`src/rtl/bin_to_bcd_seq_pkg.sv`:
```
// Shared types for the binary-to-BCD converter and the seven-segment driver it feeds.
package bin_to_bcd_seq_pkg;

  typedef enum logic [1:0] {
    ST_IDLE   = 2'd0,
    ST_SHIFT  = 2'd1,
    ST_COMMIT = 2'd2
  } state_t;

  // Segment pattern {g,f,e,d,c,b,a}, active high; the driver decodes one BCD digit at a time.
  function automatic logic [6:0] seg_decode(input logic [3:0] digit);
    logic [6:0] seg;
    case (digit)
      4'd0:    seg = 7'b0111111;
      4'd1:    seg = 7'b0000110;
      4'd2:    seg = 7'b1011011;
      4'd3:    seg = 7'b1001111;
      4'd4:    seg = 7'b1100110;
      4'd5:    seg = 7'b1101101;
      4'd6:    seg = 7'b1111101;
      4'd7:    seg = 7'b0000111;
      4'd8:    seg = 7'b1111111;
      4'd9:    seg = 7'b1101111;
      default: seg = 7'b1000000;
    endcase
    return seg;
  endfunction

endpackage

```
`src/rtl/bin_to_bcd_seq_add3.sv`:
```
// Double-dabble digit correction: a BCD nibble of 5 or more gets +3 before the shift.
module bcd_add3 (
  input  logic [3:0] din,
  output logic [3:0] dout
);

  assign dout = (din >= 4'd5) ? din + 4'd3 : din;

endmodule

```
`src/rtl/bin_to_bcd_seq.sv`:
```
// Sequential double-dabble converter, one shift per clock, with a one-deep pending request slot.
module bin_to_bcd_seq
  import bin_to_bcd_seq_pkg::*;
#(
  parameter int WIDTH  = 8,
  parameter int DIGITS = 3
) (
  input  logic                  clk,
  input  logic                  rst,
  input  logic [WIDTH-1:0]      value,
  input  logic                  load,
  output logic [4*DIGITS-1:0]   bcd,
  output logic                  done,
  output logic                  busy
);

  localparam int CW = $clog2(WIDTH + 1);

  if (10**DIGITS <= 2**WIDTH) begin : g_digits_check
    $error("bin_to_bcd_seq: DIGITS too small to hold every WIDTH-bit value");
  end

  state_t              state;
  logic [CW-1:0]       cnt;
  logic [WIDTH-1:0]    shift_reg;
  logic [4*DIGITS-1:0] scratch;
  logic [4*DIGITS-1:0] scratch_adj;
  logic [WIDTH-1:0]    pending;
  logic                pending_valid;

  for (genvar g = 0; g < DIGITS; g++) begin : g_add3
    bcd_add3 u_add3 (
      .din  (scratch[4*g +: 4]),
      .dout (scratch_adj[4*g +: 4])
    );
  end

  // A load seen in COMMIT is started straight away on the COMMIT->SHIFT edge; it beats an
  // older pending value because the newest request wins.
  always_ff @(posedge clk) begin
    if (rst) begin
      state         <= ST_IDLE;
      cnt           <= '0;
      shift_reg     <= '0;
      scratch       <= '0;
      pending       <= '0;
      pending_valid <= 1'b0;
      bcd           <= '0;
      done          <= 1'b0;
      busy          <= 1'b0;
    end else begin
      done <= 1'b0;
      case (state)
        ST_IDLE: begin
          if (load) begin
            shift_reg <= value;
            scratch   <= '0;
            cnt       <= CW'(WIDTH);
            busy      <= 1'b1;
            state     <= ST_SHIFT;
          end
        end
        ST_SHIFT: begin
          {scratch, shift_reg} <= {scratch_adj, shift_reg} << 1;
          cnt <= cnt - 1'b1;
          if (cnt == CW'(1)) state <= ST_COMMIT;
          if (load) begin
            pending       <= value;
            pending_valid <= 1'b1;
          end
        end
        ST_COMMIT: begin
          bcd  <= scratch;
          done <= 1'b1;
          if (load || pending_valid) begin
            shift_reg     <= load ? value : pending;
            scratch       <= '0;
            cnt           <= CW'(WIDTH);
            pending_valid <= 1'b0;
            busy          <= 1'b1;
            state         <= ST_SHIFT;
          end else begin
            busy  <= 1'b0;
            state <= ST_IDLE;
          end
        end
        default: begin
          busy  <= 1'b0;
          state <= ST_IDLE;
        end
      endcase
    end
  end

endmodule

```
`config.mk`:
```
export PLATFORM = sky130hd
export DESIGN_NAME = bin_to_bcd_seq
export DESIGN_NICKNAME = d
export VERILOG_FILES = /design/src/rtl/bin_to_bcd_seq_pkg.sv /design/src/rtl/bin_to_bcd_seq_add3.sv /design/src/rtl/bin_to_bcd_seq.sv
export SDC_FILE = /design/constraint.sdc
export NUM_CORES = 1
export LEC_CHECK = 0
export CORE_ASPECT_RATIO = 0.6
export CORE_UTILIZATION = 25
export CTS_CLUSTER_DIAMETER = 40
export DETAILED_ROUTE_END_ITERATION = 8
export GPL_ROUTABILITY_DRIVEN = 0
export SETUP_SLACK_MARGIN = 0.15
export SLEW_MARGIN = 15
export SYNTH_ARGS = -nofsm -noshare
export SYNTH_HDL_FRONTEND = slang
export SYNTH_SLANG_ARGS = --single-unit
```
`constraint.sdc`:
```
create_clock -name clk -period 3.9 [get_ports clk]
set_input_delay 0.78 -clock clk [delete_from_list [all_inputs] [get_ports clk]]
set_output_delay 0.78 -clock clk [all_outputs]
set_load 0.02 [all_outputs]
```
==> metrics list <==
- After detailed routing, the total wire length is 5490 um.
- STA puts the critical path data required time at 4.09 ns.
- The die is 128 um wide.
- The number of global-route vias before repair was 1819.
- Fraction of the yosys area taken by sequential cells: 40.9%
- After detailed routing, the wire length on met1 is 2960 um.
- The critical path is of the in2reg type.
* Antenna cells: 0
- In this run the number of H-tree levels came out at 2.
- Dpl hpwl: 3640 um
- The final-report hold violation count is 0.
- The number of nets in the synthesized netlist is 304.
- Worst-case clock buffer depth: 2
* Slew at the pin closest to its max-slew limit: 0.896 ns
- The tree is rooted in a clkbuf_16.
* Nets: 319
- Clock latency on the worst-skew pair, taken at its later pin, is 0.28 ns.
* Largest net degree at the start of global routing: 47
- Number of distinct standard cells referenced by the synthesized netlist: 37
- In the final layout, the registers with the most flip-flops are bcd (12), scratch (12).
* Cells traversed along the worst timing path: clkdlybuf4s50_1, nor2b_1, nor3_4, o21ai_0, o32ai_1
* Worst hold margin: 0.455 ns
* Max-slew headroom: 40.0%
* Leftover overflow at the end of global routing: 0
- The most used flip-flop cell after synthesis is dfxtp_1.
- I/O pin count: 25
* Flops & latches, synth: 49
- Synth top area cells: dfxtp_1 (41%), ha_1 (6.3%), mux2i_1 (6.3%)
- Switching power: 473 uW
- The clock arrives with 0.00459 ns of skew.
* Final period demand of the worst path: 2.39 ns
- Antenna violations before repair: 0
- In this run the standard cell core region covers 9260 um^2.
- The flow ran to the end, and the final reports show no timing, DRC or antenna violations.
* Layout-stage area growth over the synthesis result: 20.0%
- Combined global-route utilization of all metal layers: 11.6%
* Fraction of layout cells with a size suffix above 1: 6.42%
- The worst setup path is captured at a flip-flop.
* Count of standard-cell rows: 27
- The number of setup buffers added after CTS is 0.
- Buffers placed on the I/O ports in this run total 24.
- Number of vias in the routed layout: 2044
* Die area: 10000 um^2
- Setup repair after global routing left no endpoint under its margin.
* Clock network fraction of total power: 30.3%
- TritonCTS built the clock tree.
* Max Fanout on Critical Path: 24
- IR analysis of the VDD net gives a maximum drop of 0.189 mV.
- Number of enable flip-flop cells after synthesis: 0
* Setup TNS Final: 0 ns
- In the detailed route, the total length drawn on met2 is 2180 um.
- Once detail routing completed, the nets flagged for antenna violations numbered 0.
* Number of buffers and inverters on the critical path: 1
- Max layer used: met4
- Met3 routed WL: 289 um
- Yosys printed 0 warnings.
- Avg Cell Area, Syn: 8.54 um^2
- Area of the multi-input gates: 1270 um^2
* Achievable Freq: 418 MHz
- CTS Hold Bufs: 0
- Buffers inserted during clock tree synthesis total 5.
* Per-cell routed wire length: 12.9 um
- Top post-synthesis cells by count: dfxtp_1 (49), nand2_1 (32), a21oi_1 (29)
- Final design utilization: 31.1%
- Net switching is 33.0% of the power.
- Combinational group share of total power: 28.3%
* Max-slew violations: 0
* PostCTS Resize Cnt: 0
* # setup viols final: 0
- Detailed-route vias per instance: 4.80
* Post-synth top area share: 40.9%
- Slowest-stage cell, CP: nor3_4
- Leakage dissipation: 0.000977 uW
- Total internal power: 959 uW
* First-pass iteration count of the detailed router: 4
* TritonCTS Sinks: 49
- For this run, design rule violations remaining after detail routing come to 0.
- After filler insertion, the fill cell instance count of the layout stands at 978.
- For this run, asynchronously set or reset flops after synthesis account for 0%.
* Leading area contributor after synthesis: dfxtp_1
* Register share of total power: 41.4%
- Dominant cell by count in the synthesized netlist: dfxtp_1
* Data arrival at the endpoint of the critical path: 2.59 ns
- The cell area that synthesis handed to floorplanning was 2400 um^2.
* Wire length of the first global-routing pass: 9140 um
- Across the whole layout, storage elements account for 981 um^2.
- Initial core utilization: 25.9%
* Power density relative to cell area: 497 nW/um^2
- Clock-pin slew on the worst setup and hold paths: 0.06 ns
- Worst path top cell family by delay: simple AND/OR/NAND/NOR gates
* Max Cap Violations: 0
- The worst setup path is launched from an input pin.
- Synthesis produced a netlist whose cell count is 281.
- 1st-iter DRT viols: 137
- Die Y-Extent: 77.9 um
- In this run the worst hold path is classified as reg2reg.
- The worst path uses 61.3% of the clock period.
- The largest single stage delay on the critical path is 0.70 ns.
## cells by family after synthesis
group | synth area share (%)
and+or+nand+nor | 19.7
adders and majority gates | 6.26
AOI/OAI and AO/OA | 20.2
buffers and inverters | 6.20
muxes | 6.73
DFF | 40.9
## final cells by class
class / instances / area share, %
repair buffers: 28 / 9.39
clock buffers: 7 / 4.95
multi-input cells: 198 / 44.1
inverters: 14 / 1.83
flip-flops and latches: 49 / 34.1
well taps: 130 / 5.65
## routing by layer
metal	GRT usage, %	vias up
li1	-	1024
met1	16.8	967
met2	16.1	47
met3	3.59	6
met4	3.18	0
met5	0	-
## worst paths after layout
check / from / to / slack, ns / cells past startpoint
worst min-delay path: pending[3]$_SDFFE_PP0P_ / pending[3]$_SDFFE_PP0P_ / 0.46 / 2
worst max register to register: state[0]$_SDFFE_PP0P_ / scratch[9]$_SDFFE_PP0P_ / 1.81 / 6
worst max-delay path: load / scratch[9]$_SDFFE_PP0P_ / 1.51 / 5
worst min register to register: pending[3]$_SDFFE_PP0P_ / pending[3]$_SDFFE_PP0P_ / 0.46 / 2
## worst min-delay path: stages, from the launching register on
cell     delay [ns]
dfxtp_1        0.31
nand2_1        0.05
a21oi_1        0.05
## power by group through the flow
stage / clock [uW] / sequential (uW) / combinational (uW)
final: 434 / 593 / 404
after global routing: 470 / 600 / 457
after CTS: 449 / 592 / 406
after detailed placement: 0 / 602 / 406
after global placement: 0 / 600 / 400
after floorplan: 0 / 599 / 314
## cell usage in the layout, fill, tap and decap left out, types with 4 or more instances in the layout
cell and instances:
inv_1 14, nand2b_1 4, ha_1 12, buf_4 4
nand2_1 32, o32ai_1 6, o211ai_1 7, o21ai_0 16
a21o_1 6, dfxtp_1 49, clkdlybuf4s50_1 24, mux2i_1 15
nand3_1 21, a21oi_1 29, nor2_1 19, nor3b_1 4
clkbuf_16 5
## per-stage QoR
| stage | instance area (um^2) | std cells | setup WS, ns | power (uW) |
|---|---|---|---|---|
| floorplan | 2400 | 281 | 2.06 | 913 |
| global placement | 2740 | 419 | 1.23 | 1000 |
| detailed placement | 2740 | 419 | 1.20 | 1010 |
| CTS | 2880 | 426 | 1.49 | 1450 |
| global route | 2880 | 426 | 1.25 | 1530 |
| finish | 2880 | 426 | 1.51 | 1430 |
No activity file was read; power rests on OpenSTA's default activity.
